<file path="config.mk">
export PLATFORM = sky130hd
export DESIGN_NAME = e203_dsat_clip_flat
export DESIGN_NICKNAME = d
export VERILOG_FILES = /design/src/rtl/e203_dsat_clip_if.sv /design/src/rtl/e203_dsat_clip.sv /design/src/flat_wrapper.sv
export SDC_FILE = /design/constraint.sdc
export NUM_CORES = 1
export LEC_CHECK = 0
export ABC_AREA = 1
export BUFFER_PORTS_ARGS = -buffer_cell sky130_fd_sc_hd__buf_2
export CORE_ASPECT_RATIO = 0.8
export CORE_MARGIN = 2
export CORE_UTILIZATION = 38
export CTS_CLUSTER_DIAMETER = 100
export CTS_CLUSTER_SIZE = 10
export DETAILED_ROUTE_END_ITERATION = 8
export GPL_ROUTABILITY_DRIVEN = 1
export HOLD_SLACK_MARGIN = 0.1
export MAX_ROUTING_LAYER = met4
export PLACE_DENSITY_LB_ADDON = 0.12
export SYNTH_ARGS = -nofsm -noshare
export SYNTH_HDL_FRONTEND = slang
export SYNTH_SLANG_ARGS = --single-unit
</file>
<file path="constraint.sdc">
create_clock -name clk -period 2.6 [get_ports clk]
set_input_delay 0.78 -clock clk [delete_from_list [all_inputs] [get_ports clk]]
set_output_delay 0.78 -clock clk [all_outputs]
set_load 0.05 [all_outputs]
</file>
<file path="src/rtl/e203_dsat_clip_if.sv">
// e203_dsat_clip_if: request/result bus of the SIMD saturating clip unit.
//   Request : i_valid, i_ready, i_op[31:0], i_esz[1:0], i_pos[4:0], i_uns
//   Result  : o_valid, o_ready, o_res[31:0], o_ov[3:0]
//   master  : requester side (drives request payload and o_ready)
//   slave   : clip unit side
interface e203_dsat_clip_if #(
  parameter int XLEN = 32
);
  logic            i_valid;
  logic            i_ready;
  logic [XLEN-1:0] i_op;
  logic [1:0]      i_esz;
  logic [4:0]      i_pos;
  logic            i_uns;
  logic            o_valid;
  logic            o_ready;
  logic [XLEN-1:0] o_res;
  logic [3:0]      o_ov;

  modport master (
    output i_valid, i_op, i_esz, i_pos, i_uns, o_ready,
    input  i_ready, o_valid, o_res, o_ov
  );

  modport slave (
    input  i_valid, i_op, i_esz, i_pos, i_uns, o_ready,
    output i_ready, o_valid, o_res, o_ov
  );
endinterface

</file>
<file path="src/rtl/e203_dsat_clip.sv">
// e203_dsat_clip: two-stage pipelined SIMD saturating clip (CLIP8/16/32).
//   clk       : core clock
//   rst       : synchronous active-high reset
//   bus       : e203_dsat_clip_if slave (request/result valid-ready bus)
//               i_esz 0=8b x4, 1=16b x2, 2=32b x1, 3=reserved (passes through)
//               i_pos saturation position N, clamped to E-1 per element width
//               o_ov  per-byte-lane overflow flags of the result
//   ov_sticky : sticky OV CSR bit, set after an overflowing output handshake
//   ov_clr    : clear ov_sticky (a coincident set wins)
// Optional feature: define E203_DSAT_UNSIGNED_EN to enable unsigned clip
// (i_uns=1 clamps to [0, 2^N-1]); otherwise i_uns is ignored.
// Only XLEN = 32 is supported.
module e203_dsat_clip #(
  parameter int XLEN = 32
) (
  input  logic              clk,
  input  logic              rst,
  e203_dsat_clip_if.slave   bus,
  output logic              ov_sticky,
  input  logic              ov_clr
);

  // ---------------- handshake ----------------
  logic s1_full;
  logic s2_adv;
  logic acc;

  assign s2_adv      = ~bus.o_valid | bus.o_ready;
  assign bus.i_ready = ~s1_full | s2_adv;
  assign acc         = bus.i_valid & bus.i_ready;

  // ---------------- S1: mask generation ----------------
  logic [31:0] mask_b_d;
  logic [2:0]  ne8;
  logic [3:0]  ne16;
  logic [7:0]  m8;
  logic [15:0] m16;

  // mask_b covers bits [E-2:Ne] of each element; empty when Ne = E-1.
  always_comb begin
    ne8      = (bus.i_pos > 5'd7)  ? 3'd7  : bus.i_pos[2:0];
    ne16     = (bus.i_pos > 5'd15) ? 4'd15 : bus.i_pos[3:0];
    m8       = (8'hFF << ne8) & 8'h7F;
    m16      = (16'hFFFF << ne16) & 16'h7FFF;
    mask_b_d = '0;
    unique case (bus.i_esz)
      2'd0:    mask_b_d = {4{m8}};
      2'd1:    mask_b_d = {2{m16}};
      2'd2:    mask_b_d = (32'hFFFF_FFFF << bus.i_pos) & 32'h7FFF_FFFF;
      default: mask_b_d = '0;  // reserved: behaves as 32-bit with Ne = 31
    endcase
  end

  logic [XLEN-1:0] s1_op;
  logic [1:0]      s1_esz;
  logic            s1_uns;
  logic [31:0]     s1_mask_b;
  logic [31:0]     s1_mask_t;

  always_ff @(posedge clk) begin
    if (rst) begin
      s1_full   <= 1'b0;
      s1_op     <= '0;
      s1_esz    <= '0;
      s1_uns    <= 1'b0;
      s1_mask_b <= '0;
      s1_mask_t <= '1;
    end else begin
      if (acc)
        s1_full <= 1'b1;
      else if (s2_adv)
        s1_full <= 1'b0;
      if (acc) begin
        s1_op     <= bus.i_op;
        s1_esz    <= bus.i_esz;
`ifdef E203_DSAT_UNSIGNED_EN
        s1_uns    <= bus.i_uns;
`else
        s1_uns    <= 1'b0;
`endif
        s1_mask_b <= mask_b_d;
        s1_mask_t <= ~mask_b_d;
      end
    end
  end

  // ---------------- S2: overflow detect and clamp ----------------
  // Per-byte partial reductions are merged according to the element size,
  // and the element flags are replicated back onto every byte lane.
  logic [31:0] xm;
  logic [31:0] xf;
  logic [31:0] sgn_m;
  logic [31:0] lo;
  logic [31:0] res_d;
  logic [3:0]  hit;
  logic [3:0]  full;
  logic [3:0]  any_l;
  logic [3:0]  all_l;
  logic [3:0]  sgn_l;
  logic [3:0]  top_l;
  logic [3:0]  bot_l;
  logic [3:0]  ov_d;

  always_comb begin
    xm = s1_op & s1_mask_b;
    xf = xm | s1_mask_t;
    hit  = '0;
    full = '0;
    for (int unsigned k = 0; k < 4; k++) begin
      hit[k]  = |xm[8*k +: 8];
      full[k] = &xf[8*k +: 8];
    end

    any_l = '0;
    all_l = '0;
    sgn_l = '0;
    sgn_m = '0;
    unique case (s1_esz)
      2'd0: begin
        any_l = hit;
        all_l = full;
        sgn_l = {s1_op[31], s1_op[23], s1_op[15], s1_op[7]};
        sgn_m = 32'h8080_8080;
      end
      2'd1: begin
        any_l = {{2{hit[3] | hit[2]}}, {2{hit[1] | hit[0]}}};
        all_l = {{2{full[3] & full[2]}}, {2{full[1] & full[0]}}};
        sgn_l = {{2{s1_op[31]}}, {2{s1_op[15]}}};
        sgn_m = 32'h8000_8000;
      end
      default: begin
        any_l = {4{|hit}};
        all_l = {4{&full}};
        sgn_l = {4{s1_op[31]}};
        sgn_m = 32'h8000_0000;
      end
    endcase

    top_l = ~sgn_l & any_l;
    bot_l = s1_uns ? sgn_l : (sgn_l & ~all_l);
    ov_d  = top_l | bot_l;

    // lo = 2^Ne - 1 per element; its complement is -2^Ne sign-extended.
    lo    = s1_mask_t & ~sgn_m;
    res_d = '0;
    for (int unsigned k = 0; k < 4; k++) begin
      if (top_l[k])
        res_d[8*k +: 8] = lo[8*k +: 8];
      else if (bot_l[k])
        res_d[8*k +: 8] = s1_uns ? 8'h00 : ~lo[8*k +: 8];
      else
        res_d[8*k +: 8] = s1_op[8*k +: 8];
    end
  end

  always_ff @(posedge clk) begin
    if (rst) begin
      bus.o_valid <= 1'b0;
      bus.o_res   <= '0;
      bus.o_ov    <= '0;
    end else if (s2_adv) begin
      bus.o_valid <= s1_full;
      if (s1_full) begin
        bus.o_res <= res_d;
        bus.o_ov  <= ov_d;
      end
    end
  end

  // ---------------- sticky OV ----------------
  always_ff @(posedge clk) begin
    if (rst)
      ov_sticky <= 1'b0;
    else if (bus.o_valid & bus.o_ready & (|bus.o_ov))
      ov_sticky <= 1'b1;
    else if (ov_clr)
      ov_sticky <= 1'b0;
  end

endmodule

</file>
<file path="src/flat_wrapper.sv">
// flat-port wrapper written by rule: the top's interface ports become plain ports
module e203_dsat_clip_flat 
#(
  parameter int XLEN = 32
)
  (clk, rst, ov_sticky, ov_clr, bus_i_valid, bus_i_op, bus_i_esz, bus_i_pos, bus_i_uns, bus_o_ready, bus_i_ready, bus_o_valid, bus_o_res, bus_o_ov);
  e203_dsat_clip_if #(.XLEN(XLEN)) bus_i ();
  input  logic clk;
  input  logic rst;
  output logic ov_sticky;
  input  logic ov_clr;
  input wire logic [$bits(bus_i.i_valid)-1:0] bus_i_valid;
  input wire logic [$bits(bus_i.i_op)-1:0] bus_i_op;
  input wire logic [$bits(bus_i.i_esz)-1:0] bus_i_esz;
  input wire logic [$bits(bus_i.i_pos)-1:0] bus_i_pos;
  input wire logic [$bits(bus_i.i_uns)-1:0] bus_i_uns;
  input wire logic [$bits(bus_i.o_ready)-1:0] bus_o_ready;
  output wire logic [$bits(bus_i.i_ready)-1:0] bus_i_ready;
  output wire logic [$bits(bus_i.o_valid)-1:0] bus_o_valid;
  output wire logic [$bits(bus_i.o_res)-1:0] bus_o_res;
  output wire logic [$bits(bus_i.o_ov)-1:0] bus_o_ov;
  assign bus_i.i_valid = bus_i_valid;
  assign bus_i.i_op = bus_i_op;
  assign bus_i.i_esz = bus_i_esz;
  assign bus_i.i_pos = bus_i_pos;
  assign bus_i.i_uns = bus_i_uns;
  assign bus_i.o_ready = bus_o_ready;
  assign bus_i_ready = bus_i.i_ready;
  assign bus_o_valid = bus_i.o_valid;
  assign bus_o_res = bus_i.o_res;
  assign bus_o_ov = bus_i.o_ov;
  e203_dsat_clip #(.XLEN(XLEN)) u_core (.clk(clk), .rst(rst), .bus(bus_i), .ov_sticky(ov_sticky), .ov_clr(ov_clr));
endmodule
</file>
Word-level counts from Yosys, hierarchy flattened --
Index checks and enable logic that the tools add are counted.
Word-level totals: flip-flop bits (word level) 137, bits in latches 0, memory bits (writable) 0, memory bits (read-only) 0, input bits 45, output and inout port bits 39, word-level logic and storage cells 77, memories 0
Cells by class: add/subtract/negate cells 0, multiply operators 0, div/mod/pow operators 0, magnitude comparators 2, equality and inequality tests 3, shift-type cells 3, multiplexer cells 19, bitwise operators 25, reductions and logical operators 16
Operators by type and width (count):
- $pmux 31 s3 | 1
- $and 32x32->32 | 2
- $mux 8 | 8
- $not 32->32 | 2
- $pmux 24 s2 | 1
- $not 8->8 | 4
- $or 32x32->32 | 1
- $reduce_and 32->1 | 1
- $reduce_and 8->1 | 4
- $reduce_or 32->1 | 1
- $reduce_or 8->1 | 4
- $shl 32x5->31 const A | 1
- $pmux 4 s2 | 2
- $shl 16x4->15 const A | 1
- $and 4x4->4 | 2
- $not 4->4 | 2
- $shl 8x3->7 const A | 1
- $pmux 3 s2 | 1
- $and 1x1->1 | 5
- $gt 5x3->1 const B | 1
- $gt 5x4->1 const B | 1
- $eq 2x1->1 const B | 2
- $logic_not 2->1 | 2
- $mux 1 | 4
- 9 further kinds | 14

Depth between registers and ports, before layout --
depth after elaboration 9, gate-level depth with buffers 13, gate-level depth less buffers 12

Worst setup path after synthesis --
No wires, ideal clock.
path type input to register, start point input port bus_o_ready, end point register u_core.s1_mask_b[30], setup time 0.073 ns, arrival 2.334 ns, data required time 2.527 ns, slack 0.193 ns, stages on the path 7, path buffers 2, cell sequence inv_1 -> nand3_1 -> nand2_1 -> clkbuf_1 -> buf_1 -> nand2_1 -> a21oi_1
On the way: longest elaborated chain between the ends 3
RTL lines:
- start, declared | RTL line flat_wrapper.sv:17 | input wire logic [$bits(bus_i.o_ready)-1:0] bus_o_ready;
- $or 1x1->1 | RTL line e203_dsat_clip.sv:28 | assign s2_adv = ~bus.o_valid | bus.o_ready;
- $or 1x1->1 | RTL line e203_dsat_clip.sv:29 | assign bus.i_ready = ~s1_full | s2_adv;
- net bus_i_ready | RTL line flat_wrapper.sv:18 | output wire logic [$bits(bus_i.i_ready)-1:0] bus_i_ready;
- $and 1x1->1 | RTL line e203_dsat_clip.sv:30 | assign acc = bus.i_valid & bus.i_ready;
- end signal, assigned | RTL line e203_dsat_clip.sv:81 | s1_mask_b <= mask_b_d;
- end, declared | RTL line e203_dsat_clip.sv:57 | logic [31:0] s1_mask_b;
The timed path passes the listed nets, and every way through them passes these cells. A chain may end at the register's enable or synchronous reset.

Worst setup path after layout --
start point register u_core.s1_mask_t[13], end point register u_core.bus.o_res[18]
On the way: longest elaborated chain between the ends 7
RTL lines:
- start, declared | RTL line e203_dsat_clip.sv:58 | logic [31:0] s1_mask_t;
- start signal, assigned | RTL line e203_dsat_clip.sv:82 | s1_mask_t <= ~mask_b_d;
- $or 32x32->32 | RTL line e203_dsat_clip.sv:106 | xf = xm | s1_mask_t;
- $reduce_and 32->1 | RTL line e203_dsat_clip.sv:133 | all_l = {4{&full}};
- $pmux 4 s2 | RTL line e203_dsat_clip.sv:118 | unique case (s1_esz)
- $not 4->4 | RTL line e203_dsat_clip.sv:140 | bot_l = s1_uns ? sgn_l : (sgn_l & ~all_l);
- $and 4x4->4 | RTL line e203_dsat_clip.sv:140
- $mux 8 | RTL line e203_dsat_clip.sv:149 | else if (bot_l[k])
- $mux 8 | RTL line e203_dsat_clip.sv:147 | if (top_l[k])
- end signal, assigned | RTL line e203_dsat_clip.sv:164 | bus.o_res <= res_d;
- end, declared | RTL line e203_dsat_clip_if.sv:27 | output i_ready, o_valid, o_res, o_ov
Every way passes these cells.

==> results.sh <==
export IMPL_hold_worst_slack_ns=0.459
export IMPL_num_rows=43
export IMPL_slowest_stage="dfxtp_1"
export IMPL_die_area_um2=18700
export IMPL_rsz0062_at_grt="no"
export IMPL_power_leakage_nw=4.00
export IMPL_cp_arrival_ns=2.46
export IMPL_syn_nets=1042
export IMPL_area_growth_pct=20.8
export IMPL_via_per_inst=5.04
export IMPL_cts_inserted_buffers=17
export IMPL_timing_final_ws_setup_ns=0.419
export IMPL_num_antenna_cells=0
export IMPL_cts_tree="built"
export IMPL_reg2reg_slack_ns=0.42
export IMPL_cp_required_ns=2.88
export IMPL_critical_path_cell_count=12
export IMPL_slew_viol_final=0
export IMPL_reg2reg_depth=12
export IMPL_dp_hpwl_um=15600
export IMPL_gp_congestion=0.892
export IMPL_hold_viol_final=0
export IMPL_setup_tns_ns=0
export IMPL_grt_pass1_wl_um=32000
export IMPL_cts_sinks=135
export IMPL_fp_dieW_um=152
export IMPL_r2r_start="u_core.s1_mask_t[13]"
export IMPL_syn_mean_instance_area_um2=6.70
export IMPL_switchingPower_w=0.00180
export IMPL_post_cts_setup_buffers=0
export IMPL_synth_cell_area_um2=6680
export IMPL_placed_area_um2=7480
export IMPL_vias=6697
export IMPL_synthFlopType="dfxtp_1"
export IMPL_period_share=0.839
export IMPL_vdd_drop_max_v=0.000378
export IMPL_final_nets=1136
export IMPL_setup_viol=0
export IMPL_start_util=0.387
export IMPL_ys_async_sr_fraction=0
export IMPL_m1WireLength_um=11100
export IMPL_synth_top_family_by_area="simple AND/OR/NAND/NOR gates"
export IMPL_tightest_slew_ns=0.613
export IMPL_yosys_area_share_simple=0.322
export IMPL_cts_hold_buffers=0
export IMPL_critPathCaptureType="register"
export IMPL_drt_iter0_drc=523
export IMPL_syn_inst=997
export IMPL_synth_adder_area_share=0
export IMPL_netlist_cell_type_count=41
export IMPL_synth_compound_area_frac=0.188
export IMPL_cts_root_buf="clkbuf_16"
export IMPL_seq_power_share=0.396
export IMPL_p_per_area_nw_per_um2=722
export IMPL_utilization=0.467
export IMPL_power_internal_w=0.00402
export IMPL_crit_family="simple AND/OR/NAND/NOR gates"
export IMPL_grt_max_degree=46
export IMPL_synth_edf_count=0
export IMPL_combPwrFrac=0.196
export IMPL_critPathMaxStageDelay_ns=0.30
export IMPL_synthXorXnorAreaFrac=0
export IMPL_wl_um=20400
export IMPL_layout_drive_gt1_share=0.176
export IMPL_antenna_found_initial=0
export IMPL_layout_commonest_cell="nand2_1"
export IMPL_cp_num_buf_inv=2
export IMPL_max_freq_ghz=0.458
export IMPL_grt_overflow_total=0
export IMPL_period_minus_slack_ns=2.18
export IMPL_cts_max_level=4
export IMPL_critPathKind="reg -> reg"
export IMPL_dr_pass1_iters=6
export IMPL_slew_limit_headroom=0.592
export IMPL_place_ws_ns=0.235
export IMPL_finish_instance_area_um2=8070
export IMPL_grt_pass1_vias=5672
export IMPL_clk_pin_slew_ns=0.06
export IMPL_ys_seq_elements=135
export IMPL_crit_path_max_fanout=15
export IMPL_route_met3_wl_um=1430
export IMPL_top_layer="met4"
export IMPL_synthMuxAreaShare=0
export IMPL_die_h_um=123
export IMPL_seq_area_frac_synth=0.405
export IMPL_clock_power_share=0.407
export IMPL_wire_per_inst_um=15.3
export IMPL_path_common_cell="nand2_1"
export IMPL_r2r_end="u_core.bus.o_res[18]"
export IMPL_worstSkewPairLatency_ns=0.42
export IMPL_switching_share=0.309
export IMPL_track_usage=0.228
export IMPL_hold_path_class="reg -> reg"
export IMPL_crit_chain="inv_1, nand2_1, nand2_1, nor2_1, nand2_1, nor2_4, nand3_4, buf_4, nand3_1, nand3_1, nand2_1, a21oi_1"
export IMPL_ant_nets=0
export IMPL_cp_start_kind="register"
export IMPL_worstSetupStartpoint="u_core.s1_mask_t[13]"
export IMPL_finClkSkew_ns=0.00788
export IMPL_cp_endpoint="u_core.bus.o_res[18]"
export IMPL_status="finished, final reports clean"
export IMPL_io_pins=84
export IMPL_final_cell_mix="nand2_1, dfxtp_1, nor2_1"
export IMPL_core_um2=17300
export IMPL_numPortBuffers=82
export IMPL_drc=0
export IMPL_maxCapViolCount=0
export IMPL_met2_length_um=7650
export IMPL_clockBufferDepth=2
export IMPL_ys_warn_count=0
export IMPL_cts_resized=0
## state kept, by name (all words and copies together), names as in the netlist
| signal | flops |
|---|---|
| u_core.bus.o_res | 32 |
| u_core.s1_op | 32 |
| u_core.s1_mask_b | 31 |
| u_core.s1_mask_t | 31 |
| u_core.bus.o_ov | 4 |
| u_core.s1_esz | 2 |
| u_core.bus.o_valid | 1 |
| u_core.ov_sticky | 1 |
| u_core.s1_full | 1 |
## final cells by class
| type | instances | area, µm² |
|---|---|---|
| sequential | 135 | 2700 |
| clock inverter | 11 | 124 |
| tap | 225 | 282 |
| multi-input combinational | 717 | 3410 |
| fill | 1820 | 9200 |
| inverter | 101 | 379 |
| clock buffer | 21 | 460 |
| timing repair buffer | 119 | 713 |
## worst reg2reg max path, stage by stage (launching register included)
cell and delay [ns]:
dfxtp_1 0.30, inv_1 0.12, nand2_1 0.10, nand2_1 0.05, nor2_1 0.24, nand2_1 0.15, nor2_4 0.22, nand3_4 0.24
buf_4 0.26, nand3_1 0.09, nand3_1 0.09, nand2_1 0.11, a21oi_1 0.07
## logic make-up after synthesis
logic type | Yosys count
buffers and inverters | 145
AO/OA/AOI/OAI | 202
AND/OR/NAND/NOR | 515
flip-flops | 135
## power by group through the flow
stage	sequential [W]	combinational [W]	clock, W
global placement	0.00235	0.00114	0
CTS	0.00231	0.00114	0.00242
detailed placement	0.00235	0.00114	0
floorplan	0.00248	0.000651	0
global route	0.00232	0.00126	0.00254
finish	0.00231	0.00114	0.00237
## per-layer routing
metal	vias up	track usage
met3	14	0.0427
met5	-	-
met2	217	0.286
met4	0	0.0561
li1	3436	-
met1	3030	0.363
## synthesized netlist by cell type (all sizes together), types with 4 or more instances
cell type	number	area, µm²
nand2	287	1110
dfxtp	135	2700
nor2	122	475
inv	99	372
nand3	99	513
o21ai	83	427
a21oi	72	450
clkbuf	32	120
buf	12	70.1
o211ai	11	82.6
o211a	10	100
o21bai	6	45.0
o21a	5	37.5
a31oi	4	25.0
nand4	4	25.0
## per-stage QoR
step	instances	total power, W
after floorplan	997	0.00313
after global placement	1297	0.00348
after detailed placement	1297	0.00349
after CTS	1329	0.00586
after global routing	1329	0.00612
final	1329	0.00582
## worst min-delay path by stage
stage	from	slack [ns]	to	cells after the start
6_report	u_core.ov_sticky	0.46	u_core.ov_sticky	2
5_1_grt	u_core.s1_mask_b[6]	0.48	u_core.s1_mask_b[6]	1
4_1_cts	u_core.bus.o_res[19]	0.46	u_core.bus.o_res[19]	2
3_5_place_dp	u_core.bus.o_res[1]	0.45	u_core.bus.o_res[1]	2
3_3_place_gp	u_core.bus.o_res[19]	0.45	u_core.bus.o_res[19]	2
2_1_floorplan	u_core.s1_mask_b[1]	0.44	u_core.s1_mask_b[1]	1
No activity file was read; power rests on OpenSTA's default activity.
